--- src/rtl/hazard_control_unit_pkg.sv ---
// -----------------------------------------------------------------------------
// hazard_control_unit_pkg
// Shared constants and helpers for the pipeline hazard control unit.
//   HCU_RUN / HCU_MD_BUSY   : sequencing state encoding
//   HCU_X0                  : architectural zero register index
//   HCU_MD_TIMEOUT_DEFAULT  : default MUL/DIV watchdog limit
//   hcu_ctrl_t              : bundle of all pipeline control outputs
// -----------------------------------------------------------------------------
package hazard_control_unit_pkg;

  localparam logic [0:0] HCU_RUN     = 1'b0;
  localparam logic [0:0] HCU_MD_BUSY = 1'b1;

  localparam logic [4:0] HCU_X0 = 5'd0;

  localparam int HCU_MD_TIMEOUT_DEFAULT = 64;

  typedef struct packed {
    logic pc_write;
    logic if_id_write;
    logic if_id_flush;
    logic id_ex_write;
    logic id_ex_flush;
    logic ex_mem_flush;
    logic md_start;
    logic md_abort;
  } hcu_ctrl_t;

  // Free-running pipeline: everything advances, nothing squashed.
  function automatic hcu_ctrl_t hcu_run_ctrl();
    hcu_ctrl_t c;
    c.pc_write     = 1'b1;
    c.if_id_write  = 1'b1;
    c.if_id_flush  = 1'b0;
    c.id_ex_write  = 1'b1;
    c.id_ex_flush  = 1'b0;
    c.ex_mem_flush = 1'b0;
    c.md_start     = 1'b0;
    c.md_abort     = 1'b0;
    return c;
  endfunction

  // Front end frozen while EX holds a MUL/DIV; EX/MEM receives bubbles.
  function automatic hcu_ctrl_t hcu_freeze_ctrl();
    hcu_ctrl_t c;
    c.pc_write     = 1'b0;
    c.if_id_write  = 1'b0;
    c.if_id_flush  = 1'b0;
    c.id_ex_write  = 1'b0;
    c.id_ex_flush  = 1'b0;
    c.ex_mem_flush = 1'b1;
    c.md_start     = 1'b0;
    c.md_abort     = 1'b0;
    return c;
  endfunction

  // Reset: hold every stage and flush the pipeline registers.
  function automatic hcu_ctrl_t hcu_reset_ctrl();
    hcu_ctrl_t c;
    c.pc_write     = 1'b0;
    c.if_id_write  = 1'b0;
    c.if_id_flush  = 1'b1;
    c.id_ex_write  = 1'b0;
    c.id_ex_flush  = 1'b1;
    c.ex_mem_flush = 1'b1;
    c.md_start     = 1'b0;
    c.md_abort     = 1'b0;
    return c;
  endfunction

  // A source operand depends on rd only if it is actually read.
  function automatic logic hcu_src_match(input logic [4:0] rd,
                                         input logic [4:0] rs,
                                         input logic       use_rs);
    return use_rs && (rd == rs);
  endfunction

endpackage

--- src/rtl/hazard_control_unit_md_watchdog.sv ---
// -----------------------------------------------------------------------------
// hcu_md_watchdog
// Counts cycles spent in MD_BUSY and flags the last permitted cycle.
//   clk, rst  : core clock, synchronous active-high reset
//   clear     : restart the count (asserted with the MUL/DIV start pulse)
//   busy      : the controller is in MD_BUSY this cycle
//   timeout   : busy and this is busy cycle number MD_TIMEOUT
// -----------------------------------------------------------------------------
module hcu_md_watchdog
  import hazard_control_unit_pkg::*;
#(
  parameter int MD_TIMEOUT = HCU_MD_TIMEOUT_DEFAULT,
  parameter int CNT_W      = 7
) (
  input  logic clk,
  input  logic rst,
  input  logic clear,
  input  logic busy,
  output logic timeout
);

  localparam logic [CNT_W-1:0] CNT_LAST = CNT_W'(MD_TIMEOUT - 1);
  localparam logic [CNT_W-1:0] CNT_ONE  = CNT_W'(1);

  logic [CNT_W-1:0] cnt_q;
  logic [CNT_W-1:0] cnt_d;

  // Next count: cleared on start, advanced once per busy cycle.
  always_comb begin
    cnt_d = cnt_q;
    if (clear) begin
      cnt_d = {CNT_W{1'b0}};
    end else if (busy) begin
      cnt_d = cnt_q + CNT_ONE;
    end else begin
      cnt_d = cnt_q;
    end
  end

  // Counter register.
  always_ff @(posedge clk) begin
    if (rst) begin
      cnt_q <= {CNT_W{1'b0}};
    end else begin
      cnt_q <= cnt_d;
    end
  end

  // The count starts at zero on the first busy cycle.
  assign timeout = busy && (cnt_q == CNT_LAST);

endmodule

--- src/rtl/hazard_control_unit.sv ---
// -----------------------------------------------------------------------------
// hazard_control_unit
// Pipeline sequencing controller for the 5-stage RV32 core. Resolves load-use
// (one bubble), taken branch/jump (flush IF/ID and ID/EX) and multi-cycle
// MUL/DIV (freeze front end until md_done, with a watchdog abort).
// Ports:
//   clk, rst                      core clock, synchronous active-high reset
//   IF_ID_rs1/rs2, use_rs1/rs2    source registers of the ID instruction
//   ID_EX_rd, ID_EX_MemRead       destination / load flag of the EX instruction
//   ID_EX_MulDiv                  EX instruction is a multi-cycle MUL/DIV
//   branch_taken                  EX resolved a taken branch/jump
//   md_done                       MUL/DIV result valid pulse
//   PC_Write, IF_ID_Write/Flush,  stage enables and flushes
//   ID_EX_Write/Flush, EX_MEM_Flush
//   md_start, md_abort            MUL/DIV start and watchdog abort pulses
// Optional (macro HAZARD_PERF_CNT_EN): stall_cycles, flush_events counters.
// -----------------------------------------------------------------------------
module hazard_control_unit
  import hazard_control_unit_pkg::*;
#(
  parameter int MD_TIMEOUT = HCU_MD_TIMEOUT_DEFAULT,
  parameter int CNT_W      = 7
) (
  input  logic       clk,
  input  logic       rst,
  input  logic [4:0] IF_ID_rs1,
  input  logic [4:0] IF_ID_rs2,
  input  logic       IF_ID_use_rs1,
  input  logic       IF_ID_use_rs2,
  input  logic [4:0] ID_EX_rd,
  input  logic       ID_EX_MemRead,
  input  logic       ID_EX_MulDiv,
  input  logic       branch_taken,
  input  logic       md_done,
`ifdef HAZARD_PERF_CNT_EN
  output logic [31:0] stall_cycles,
  output logic [31:0] flush_events,
`endif
  output logic       PC_Write,
  output logic       IF_ID_Write,
  output logic       IF_ID_Flush,
  output logic       ID_EX_Write,
  output logic       ID_EX_Flush,
  output logic       EX_MEM_Flush,
  output logic       md_start,
  output logic       md_abort
);

  logic [0:0] state_q;
  logic [0:0] state_d;
  hcu_ctrl_t  ctrl_s;
  logic       load_use_s;
  logic       wd_clear_s;
  logic       wd_busy_s;
  logic       wd_timeout_s;
  logic       branch_flush_s;

  assign load_use_s = ID_EX_MemRead && (ID_EX_rd != HCU_X0) &&
                      (hcu_src_match(ID_EX_rd, IF_ID_rs1, IF_ID_use_rs1) ||
                       hcu_src_match(ID_EX_rd, IF_ID_rs2, IF_ID_use_rs2));

  assign wd_busy_s = (state_q == HCU_MD_BUSY);

  hcu_md_watchdog #(
    .MD_TIMEOUT (MD_TIMEOUT),
    .CNT_W      (CNT_W)
  ) u_md_watchdog (
    .clk     (clk),
    .rst     (rst),
    .clear   (wd_clear_s),
    .busy    (wd_busy_s),
    .timeout (wd_timeout_s)
  );

  // Control decode and next state; priority in RUN is branch > MUL/DIV > load-use.
  always_comb begin
    ctrl_s         = hcu_run_ctrl();
    state_d        = state_q;
    wd_clear_s     = 1'b0;
    branch_flush_s = 1'b0;
    if (rst) begin
      ctrl_s  = hcu_reset_ctrl();
      state_d = HCU_RUN;
    end else begin
      case (state_q)
        HCU_RUN: begin
          if (branch_taken) begin
            // The ID instruction is squashed, so any load-use stall is moot.
            ctrl_s.if_id_flush = 1'b1;
            ctrl_s.id_ex_flush = 1'b1;
            ctrl_s.pc_write    = 1'b1;
            branch_flush_s     = 1'b1;
          end else if (ID_EX_MulDiv) begin
            ctrl_s          = hcu_freeze_ctrl();
            ctrl_s.md_start = 1'b1;
            wd_clear_s      = 1'b1;
            state_d         = HCU_MD_BUSY;
          end else if (load_use_s) begin
            ctrl_s.pc_write    = 1'b0;
            ctrl_s.if_id_write = 1'b0;
            ctrl_s.id_ex_flush = 1'b1;
          end else begin
            ctrl_s = hcu_run_ctrl();
          end
        end
        HCU_MD_BUSY: begin
          if (md_done) begin
            // Release in the done cycle so the result enters EX/MEM.
            ctrl_s  = hcu_run_ctrl();
            state_d = HCU_RUN;
          end else if (wd_timeout_s) begin
            ctrl_s          = hcu_freeze_ctrl();
            ctrl_s.md_abort = 1'b1;
            state_d         = HCU_RUN;
          end else begin
            ctrl_s = hcu_freeze_ctrl();
          end
        end
        default: begin
          ctrl_s  = hcu_reset_ctrl();
          state_d = HCU_RUN;
        end
      endcase
    end
  end

  // State register.
  always_ff @(posedge clk) begin
    if (rst) begin
      state_q <= HCU_RUN;
    end else begin
      state_q <= state_d;
    end
  end

  assign PC_Write     = ctrl_s.pc_write;
  assign IF_ID_Write  = ctrl_s.if_id_write;
  assign IF_ID_Flush  = ctrl_s.if_id_flush;
  assign ID_EX_Write  = ctrl_s.id_ex_write;
  assign ID_EX_Flush  = ctrl_s.id_ex_flush;
  assign EX_MEM_Flush = ctrl_s.ex_mem_flush;
  assign md_start     = ctrl_s.md_start;
  assign md_abort     = ctrl_s.md_abort;

`ifdef HAZARD_PERF_CNT_EN
  logic [31:0] stall_cycles_q;
  logic [31:0] stall_cycles_d;
  logic [31:0] flush_events_q;
  logic [31:0] flush_events_d;

  // Counter increments; both wrap naturally at 2^32.
  always_comb begin
    stall_cycles_d = stall_cycles_q;
    flush_events_d = flush_events_q;
    if (!rst && !ctrl_s.pc_write) begin
      stall_cycles_d = stall_cycles_q + 32'd1;
    end else begin
      stall_cycles_d = stall_cycles_q;
    end
    if (branch_flush_s) begin
      flush_events_d = flush_events_q + 32'd1;
    end else begin
      flush_events_d = flush_events_q;
    end
  end

  // Performance counter registers.
  always_ff @(posedge clk) begin
    if (rst) begin
      stall_cycles_q <= 32'd0;
      flush_events_q <= 32'd0;
    end else begin
      stall_cycles_q <= stall_cycles_d;
      flush_events_q <= flush_events_d;
    end
  end

  assign stall_cycles = stall_cycles_q;
  assign flush_events = flush_events_q;
`endif

endmodule

--- config.mk ---
export PLATFORM = sky130hd
export DESIGN_NAME = hazard_control_unit
export DESIGN_NICKNAME = d
export VERILOG_FILES = /design/src/rtl/hazard_control_unit_pkg.sv /design/src/rtl/hazard_control_unit_md_watchdog.sv /design/src/rtl/hazard_control_unit.sv
export SDC_FILE = /design/constraint.sdc
export NUM_CORES = 1
export LEC_CHECK = 0
export ABC_AREA = 1
export CORE_MARGIN = 2
export CORE_UTILIZATION = 36
export DETAILED_ROUTE_END_ITERATION = 6
export HOLD_SLACK_MARGIN = 0.06
export PLACE_DENSITY = 0.74
export REMOVE_ABC_BUFFERS = 1
export SYNTH_ARGS = -nofsm -noshare
export SYNTH_HDL_FRONTEND = slang
export SYNTH_SLANG_ARGS = --single-unit
--- constraint.sdc ---
create_clock -name clk -period 1.2 [get_ports clk]
set_clock_uncertainty 0.1 [all_clocks]
set_input_delay 0.18 -clock clk [delete_from_list [all_inputs] [get_ports clk]]
set_output_delay 0.18 -clock clk [all_outputs]
set_load 0.005 [all_outputs]
Yosys cells after proc, flatten, opt, wreduce, memory -nomap -nowiden
Cells that the tools add are included.
Storage, ports and cells
  bits in registers: 8
  input bits: 23
  word-level logic and storage cells: 35
Operators by class
  add/sub/neg operators: 1
  equality and inequality tests: 3
  mux-type cells: 20
  bitwise operators: 1
  reductions and logical operators: 8
Operator list (number)
  2-to-1 mux 8 bit: 3
  case mux 8 bit (2 select lines): 1
  2-to-1 mux 1 bit: 13
  equality test 5 bit: 2
  adder 7 x 1 -> 7 bit (second input constant): 1
  equality test 7 x 6 -> 1 bit (second input constant): 1
  logical AND 1 bit: 5
  nonzero test 5 bit: 1
  2-to-1 mux 3 bit: 1
  2-to-1 mux 2 bit: 1
  case mux 1 bit (2 select lines): 1
  OR reduction 2 bit: 1
  logical OR 1 bit: 1
  NOT 1 bit: 1

Logic depth before layout (Yosys ltp)
Gate-level depths: netlist of run 1.
  depth after elaboration: 9
  gate-level depth with buffers: 10
  gate-level depth less buffers: 9

Cells and area by module
From an unflattened synthesis of run 1, not the netlist that was laid out.
Second synthesis, totals
  cells, all modules: 126
  area, all modules: 665.6 µm²
By module, submodules not included
  hcu_md_watchdog: times used 1, cells an instance 47, area each 336.6 µm², seq. area each 140.1 µm²
  hazard_control_unit: times used 1, cells an instance 79, area each 329.1 µm², seq. area each 20.0 µm²

Worst setup path after synthesis of run 1
No wires, ideal clock.
  path type: reg2out
  start: register u_md_watchdog.cnt_q[0]
  end: output md_abort
  arrival: 1043 ps
  data required time: 920 ps
  setup slack: -123 ps
  cell stages (with the launch flop): 6
  cells stage by stage: dfxtp_1 -> ha_1 -> nand3_1 -> nor2_1 -> nand2_1 -> nor4_1
Between the ends
  longest elaborated chain between the ends: 6
Ends and longest elaborated chain
  from (decl): line hazard_control_unit_md_watchdog.sv:25  | logic [CNT_W-1:0] cnt_q;
  from (signal assigned): line hazard_control_unit_md_watchdog.sv:43  | cnt_q <= {CNT_W{1'b0}};
  from (signal assigned): line hazard_control_unit_md_watchdog.sv:45  | cnt_q <= cnt_d;
  equality test 7 x 6 -> 1 bit: line hazard_control_unit_md_watchdog.sv:50  | assign timeout = busy && (cnt_q == CNT_LAST);
  logical AND 1 bit: line hazard_control_unit_md_watchdog.sv:50
  2-to-1 mux 1 bit: line hazard_control_unit.sv:111  | end else if (wd_timeout_s) begin
  2-to-1 mux 8 bit: line hazard_control_unit.sv:107  | if (md_done) begin
  case mux 8 bit (2 select lines): line hazard_control_unit.sv:85  | case (state_q)
  2-to-1 mux 8 bit: line hazard_control_unit.sv:81  | if (rst) begin
  to (decl): line hazard_control_unit.sv:46  | output logic md_abort
Every way passes these cells.

Final worst setup path of run 1
Ends and elaborated chain as after synthesis.

==> impl_metrics.tcl, run 1 <==
set metrics [dict create \
    ios 31 \
    drt_iter0_markers 13 \
    status "finished with violations" \
    worst_slew_pin_slew_ns 0.225 \
    core_area_sq_um 1750 \
    antennaDiodeCount 0 \
    maxCapViolations 0 \
    core.rowCount 15 \
    min_from "u_md_watchdog.cnt_q[5]$_SDFFE_PP0P_" \
    ctsHoldBuffers 0 \
    wl_per_cell_um 11.7 \
    slew_violations 0 \
    synthMuxAreaShare 0 \
    final_cell_mix "nand2_1, inv_1, buf_4" \
    period_minus_slack_ns 1.63 \
    die_area_sq_um 2220 \
    antenna_found_initial 0 \
    clkLatencyLatePin_ns 0.26 \
    drive_above_1_share 0.446 \
    initial_utilization 0.384 \
    grt_pass1_vias 888 \
    antenna_left 0 \
    reg2reg_depth 8 \
    cp_data_required_time_ns 0.92 \
    ys_types 22 \
    io_buffers 30 \
    irDropWorstVdd_mv 0.455 \
    hold_path.class "reg -> reg" \
    use_met2 0.447 \
    fmax_mhz 613 \
    htree_levels 1 \
    startpoint_type "register" \
    grt_max_degree 7 \
    slew_headroom 0.850 \
    num_vias 877 \
    hold_depth 2 \
    cts_buffers 3 \
    period_share 1.36 \
    r2r_start "state_q$_SDFF_PP0_" \
    synth_area_per_cell_sq_um 5.88 \
    synth-simple-area-share 0.468 \
    ff2ff_setup_slack_ns -0.06 \
    globalRouteMet1Util 0.199 \
    synth-compound-area-share 0.0709 \
    yosysWarningCount 0 \
    hpwl_um 1450 \
    grt_pass1_wl_um 3310 \
    leakagePower_nw 0.631 \
    cts_tree "yes" \
    ys_ff_latch 8 \
    synth-xor-area-share 0.0522 \
    die_h_um 47.2 \
    syn-cell-area_sq_um 671 \
    r2r_end "u_md_watchdog.cnt_q[5]$_SDFFE_PP0P_" \
    grt.met3_usage 0.0500 \
    crit_fanout 2 \
    clk_pin_slew_worst_paths_ns 0.06 \
    drt_first_pass_iters 4 \
    finalHoldViolCount 0 \
    place_area_sq_um 1080 \
    drcViolationCount 0 \
    syn2layout_area_growth_pct 86.6 \
    setup.worst_path.start "u_md_watchdog.cnt_q[0]$_SDFFE_PP0P_" \
    violations "negative setup slack" \
    clock_sinks 8 \
    netlist_instances 114 \
    critPathCaptureType "output port" \
    setup_viol 12 \
    grt_overflow_total 0 \
    cts_buffer_depth 2 \
    setup_slack_ns -0.433 \
    root_buffer "clkbuf_4" \
    fin_area_sq_um 1250 \
    worst_ep_arrival_time_ns 1.35 \
    grt_busiest_layer "met2" \
    final_common_cell "nand2_1" \
    layout.nets 194 \
    vias_per_cell 4.54 \
    crit_type "reg -> out" \
    rsz0062_at_grt "true" \
    powerDensity_nw_per_um2 626 \
    routed_wl_um 2260 \
    crit_end "md_abort" \
    die_x_um 47.2 \
    finalPower_uw 783 \
    synth_seq_area_share 0.239 \
    synthAdderAreaFrac 0.0187 \
    synth_top_family_by_area "simple AND/OR/NAND/NOR gates" \
    grt_usage 0.207 \
    gp_congestion 0.810 \
    whs_ns 0.411 \
]
## flip-flops by register name (all words and copies together), names as in the netlist
name and count:
u_md_watchdog.cnt_q 7, state_q 1
## timing repair
item / in CTS / in global routing
pin swaps: 24 / 12
endpoints found under the setup margin: 11 / 13
gates resized for setup: 96 / 24
buffers inserted: 8 / 6
## critical path, cell delays in order, from the launching register on
cell     delay (ns)
dfxtp_2        0.37
ha_4           0.15
nand3_2        0.09
nor2_4         0.13
nand2_2        0.07
nor4_2         0.14
buf_2          0.15
## per-stage QoR
| stage | utilization | cells | setup TNS [ns] | setup slack, ns |
|---|---|---|---|---|
| 2_1_floorplan | - | 112 | -0.229 | -0.123 |
| 3_3_place_gp | 0.619 | 180 | -6.41 | -0.842 |
| 3_5_place_dp | 0.619 | 180 | -6.60 | -0.856 |
| 4_1_cts | 0.649 | 189 | -2.22 | -0.451 |
| 5_1_grt | 0.717 | 193 | -3.42 | -0.500 |
| 6_report | 0.717 | 193 | -2.73 | -0.433 |
## layer usage
metal  wire, um  up-vias
met1        816      400
met5          0        -
li1           -      454
met3         79        4
met4         41        0
met2       1320       19
## area by class of cell
type | instances | area [sq um]
Timing Repair Buffer | 53 | 448
Multi-Input combinational cell | 82 | 490
Inverter | 22 | 92.6
Fill cell | 133 | 494
Sequential cell | 8 | 166
Clock buffer | 3 | 22.5
Tap cell | 25 | 31.3
## cell usage after synthesis (all sizes together)
cell type / number / share of area
xor2: 2 / 0.026
ha: 1 / 0.019
a21oi: 4 / 0.035
inv: 22 / 0.12
nand4: 1 / 0.0093
nor4: 1 / 0.0093
nand2: 41 / 0.26
dfxtp: 8 / 0.24
xnor2: 2 / 0.026
buf: 2 / 0.028
o21ai: 3 / 0.022
nor2: 20 / 0.15
a31o: 1 / 0.013
nand3: 6 / 0.045
## cells by family (layout without fill, tap and decap cells)
logic type / count (synthesis) / count (layout)
xor+xnor: 4 / 4
flops: 8 / 8
compound gates: 8 / 8
simple gates: 69 / 69
fa+ha+maj: 1 / 1
buf+inv: 24 / 78
## worst min path at each step
stage	slack [ns]	endpoint
after CTS	0.38	u_md_watchdog.cnt_q[5]$_SDFFE_PP0P_
after floorplan	0.29	md_abort
after global placement	0.36	u_md_watchdog.cnt_q[5]$_SDFFE_PP0P_
after global routing	0.43	u_md_watchdog.cnt_q[5]$_SDFFE_PP0P_
final	0.41	u_md_watchdog.cnt_q[5]$_SDFFE_PP0P_
after detailed placement	0.37	u_md_watchdog.cnt_q[5]$_SDFFE_PP0P_
## power by group
group          internal, mW  switching, mW
registers             0.270        0.00628
clock network         0.115          0.103
logic                 0.153          0.135
(Power assumes the default switching activity.)
==> inputs of run 2 (changes only) <==
- REMOVE_ABC_BUFFERS: 1 -> unset
==> run 2 against run 1 <==
The run still ends with negative setup slack left. Hold slack lost 0.032 ns. Design area increased by 9.2%. Total power increased by 3.8%. Combinational power up 9.3%. Global-route usage up 1.1 points. Count of clock-buffer cells in the layout did not move. Sequential power hardly changed. Fmax down 6.3%. Core utilization grew 6.6 points. Critical endpoint unchanged.
==> impl_metrics.tcl, run 2 (synthesized netlist as in run 1, its figures left out) <==
set metrics [dict create \
    status "finished with violations" \
    violations "negative setup slack" \
    top_regs "u_md_watchdog.cnt_q (7), state_q (1)" \
    vias_per_cell 4.76 \
    sw_frac_of_total 0.333 \
    r2r_end "state_q$_SDFF_PP0_" \
    cts_buffers 3 \
    final_common_cell "nand2_1" \
    slew_headroom 0.857 \
    rsz0062_at_grt "true" \
    finalHoldViolCount 0 \
    crit_slowest_cell "dfxtp_2" \
    num_vias 932 \
    period_minus_slack_ns 1.74 \
    grt_overflow_total 0 \
    grt_pass1_wl_um 3300 \
    crit_fanout 2 \
    die_x_um 47.2 \
    seqPwrFrac 0.341 \
    hold_path.class "in -> reg" \
    syn2layout_area_growth_pct 104 \
    ff2ff_setup_slack_ns -0.27 \
    clk_pin_slew_worst_paths_ns 0.06 \
    leakagePower_nw 0.637 \
    crit_type "reg -> out" \
    grt_pass1_vias 775 \
    period_share 1.45 \
    drt_iter0_markers 22 \
    root_buffer "clkbuf_4" \
    grt_usage 0.218 \
    die_area_sq_um 2220 \
    crit_end "md_abort" \
    irDropWorstVdd_mv 0.676 \
    antenna_found_initial 0 \
    gp_congestion 0.806 \
    tns_ns -3.21 \
    core_area_sq_um 1750 \
    path_cells "ha_4, nand3_4, nor2_4, nand2_2, nor4_2, buf_2" \
    largest_reg_flops 7 \
    powerDensity_nw_per_um2 595 \
    place_ws_ns -0.868 \
    critPathCaptureType "output port" \
    p_int_uw 542 \
    fmax_mhz 574 \
    critPathMaxStageDelay_ns 0.36 \
    setup_viol 15 \
    syn_nets 138 \
    regMostFlops "u_md_watchdog.cnt_q" \
    final_cell_mix "nand2_1, buf_4, buf_2" \
    clkLatencyLatePin_ns 0.26 \
    die_h_um 47.2 \
    ios 31 \
    setup.worst_path.start "u_md_watchdog.cnt_q[0]$_SDFFE_PP0P_" \
    whs_ns 0.379 \
    wl_per_cell_um 13.8 \
    io_buffers 30 \
    fillers 105 \
    antennaDiodeCount 0 \
    slew_violations 0 \
    cts_tree "yes" \
    clockPowerShare 0.270 \
    cts_buffer_depth 2 \
    layout.nets 197 \
    pwr-share-comb 0.389 \
    worst_ep_arrival_time_ns 1.46 \
    drive_above_1_share 0.626 \
    antenna_left 0 \
    reg2reg_depth 7 \
    grt_max_degree 7 \
    hpwl_um 1470 \
    htree_levels 1 \
    p_sw_uw 271 \
    drt_first_pass_iters 4 \
    core.rowCount 15 \
    r2r_start "u_md_watchdog.cnt_q[0]$_SDFFE_PP0P_" \
    cp_data_required_time_ns 0.92 \
    startpoint_type "register" \
    maxCapViolations 0 \
    initial_utilization 0.384 \
    clock_sinks 8 \
    setup_slack_ns -0.542 \
    drcViolationCount 0 \
    worst_slew_pin_slew_ns 0.213 \
    routed_wl_um 2710 \
    finalPower_uw 813 \
]
-- run 2: cell types whose count changed in the layout (fill, tap and decap cells not counted), moves of 4 or more --
cell	before	now
nand2_1	32	27
nor2_2	1	8
nor2_1	13	2
buf_4	14	20
buf_6	11	5
nand2_2	7	12
nand3_1	4	0
nor2_4	6	10
-- run 2: power groups by stage --
| stage | clock [mW] | sequential [mW] | combinational [mW] |
|---|---|---|---|
| detailed placement | 0 | 0.281 | 0.244 |
| CTS | 0.221 | 0.277 | 0.247 |
| global placement | 0 | 0.280 | 0.239 |
| global route | 0.237 | 0.277 | 0.341 |
| floorplan | 0 | 0.280 | 0.105 |
| finish | 0.220 | 0.277 | 0.316 |
-- run 2: layout make-up --
type | instances | area, sq um | share of cell area
clock buffer | 3 | 22.5 | 0.0165
inverter | 22 | 90.1 | 0.0659
multi-input combinational | 82 | 601 | 0.440
sequential | 8 | 166 | 0.122
tap | 25 | 31.3 | 0.0229
timing repair buffer | 56 | 455 | 0.333
-- run 2: metrics by stage --
step / instances / instance area (sq um) / utilization
6_report: 196 / 1370 / 0.783
2_1_floorplan: 114 / 683 / -
3_5_place_dp: 181 / 1100 / 0.629
4_1_cts: 189 / 1180 / 0.675
3_3_place_gp: 181 / 1100 / 0.629
5_1_grt: 196 / 1370 / 0.783
-- run 2: worst min-delay path by stage --
stage	start	endpoint	slack, ns	cells after the start
floorplan	rst	md_abort	0.29	1
global placement	u_md_watchdog.cnt_q[5]$_SDFFE_PP0P_	u_md_watchdog.cnt_q[5]$_SDFFE_PP0P_	0.36	2
detailed placement	u_md_watchdog.cnt_q[5]$_SDFFE_PP0P_	u_md_watchdog.cnt_q[5]$_SDFFE_PP0P_	0.37	2
CTS	rst	state_q$_SDFF_PP0_	0.36	3
global route	u_md_watchdog.cnt_q[5]$_SDFFE_PP0P_	u_md_watchdog.cnt_q[5]$_SDFFE_PP0P_	0.44	2
finish	rst	state_q$_SDFF_PP0_	0.38	3
-- run 2: repair_timing --
action                                 CTS  global route
gates resized for setup                105            44
hold buffers                             0             0
setup buffers                            6             9
endpoints found under the hold margin    0             0
pin swaps                               32            19
setup endpoints to repair               12            15
-- run 2: routing by layer --
metal | vias to the layer above | track usage | share of wire
li1 | 458 | - | -
met1 | 420 | 0.248 | 0.39
met2 | 40 | 0.384 | 0.52
met3 | 14 | 0.0269 | 0.046
met4 | 0 | 0.133 | 0.050
met5 | - | 0 | 0
-- run 2: critical path: cells and delay by family, from the launching register on --
family	cells	cell delay (ns)
adders and majority gates	1	0.16
DFF	1	0.36
buffers and inverters	1	0.16
and+or+nand+nor	4	0.53
==> inputs of run 3 (changes only) <==
- CTS_CLUSTER_DIAMETER: unset -> 40
==> results of run 3 <==
Final layout, timing and power as in run 2 (identical DEF).
==> edit, RTL diff (flow settings as in run 1) <==
The option `HAZARD_PERF_CNT_EN` is turned on by a define.
--- a/src/rtl/hazard_control_unit.sv
+++ b/src/rtl/hazard_control_unit.sv
@@ -16,4 +16,6 @@
 // Optional (macro HAZARD_PERF_CNT_EN): stall_cycles, flush_events counters.
 // -----------------------------------------------------------------------------
+`define HAZARD_PERF_CNT_EN
+
 module hazard_control_unit
   import hazard_control_unit_pkg::*;
Formal check against the unedited RTL (old outputs only; new: flush_events and stall_cycles): equivalent (Yosys induction, for registers that start in step).
==> edit against run 1 <==
The run still ends with negative setup slack left. Setup slack worse by 340 ps. Sequential power rose to 8.6 times the old value. Synthesized cell count rose to 6.4 times the old value. Synthesized area rose to 7.0 times the old value. Clock power rose to 13 times the old value. Combinational power rose to 3.8 times the old value. Critical path depth up 4. Count of clock-buffer cells in the layout up 6. Sequential cell count up 64. Cell area rose to 7.9 times the old value. Power rose to 8.1 times the old value. Wire length rose to 12 times the old value. Final cell count rose to 6.6 times the old value. Critical path type is now flop to flop.
==> edit: results <==
final_layout:
  nMultiInputCombCells: 567
  n_fill_cell: 693
  layout-drive-gt1-share_pct: 62.0
routing:
  viasPerCell: 5.70
  wl_per_cell_um: 20.8
  dr.pass1.iters: 6
cts:
  cts_num_sinks: 72
  cts_resized: 671
  numCtsBuffers: 9
  cts_setup_buffers: 74
sta:
  finalSetupViolCount: 123
  fin_ws_ps: -775
  max_slew_margin_pct: 75.9
run_status:
  outcome: "complete, but fails checks"
  violations: "negative setup slack"
critical_path:
  startpoint: "state_q$_SDFF_PP0_"
  cp.arrival_ps: 2170
  rr_worst_depth: 10
place:
  gp_congestion: 0.954
  dpl_worst_slack_ps: -1030
  io_buffers: 94
  place_area_um2: 7070
worst_hold_path:
  holdPathStages: 3
  min_from: "rst"
power_and_ir_drop:
  p_comb_share_pct: 17.4
  intPower_w: 0.00453
  power_w: 0.00636
grt:
  grt_pass1_vias: 6744
synthesis:
  synthTopCellsByCount: "nand2_1 (238), nor2_1 (94), dfxtp_1 (72)"
  synth_compound_area_share_pct: 8.64
  synth_fa_ha_area_share_pct: 0.803
## edit: worst reg2reg max path: cells and delay by family, from the launching register on
kind,cells,cell delay [ps]
AOI/OAI and AO/OA,1,190
buffers and inverters,3,290
DFF,1,340
and+or+nand+nor,6,980
## edit: per-layer routing
layer | global-route usage [%] | routed length [µm] | vias up | share of wire [%]
met1 | 31.0 | 8850 | 3385 | 33
met4 | 16.8 | 2540 | 0 | 9.6
li1 | - | - | 3073 | -
met2 | 51.0 | 12800 | 556 | 48
met5 | 0 | 0 | - | 0
met3 | 6.44 | 2320 | 242 | 8.8
## edit: path summary, 6_finish.rpt
check,endpoint,slack [ps]
min,flush_events[23]$_SDFFE_PP0P_,220
max reg2reg,flush_events[22]$_SDFFE_PP0P_,-780
min reg2reg,flush_events[7]$_SDFFE_PP0P_,450
max,flush_events[22]$_SDFFE_PP0P_,-780
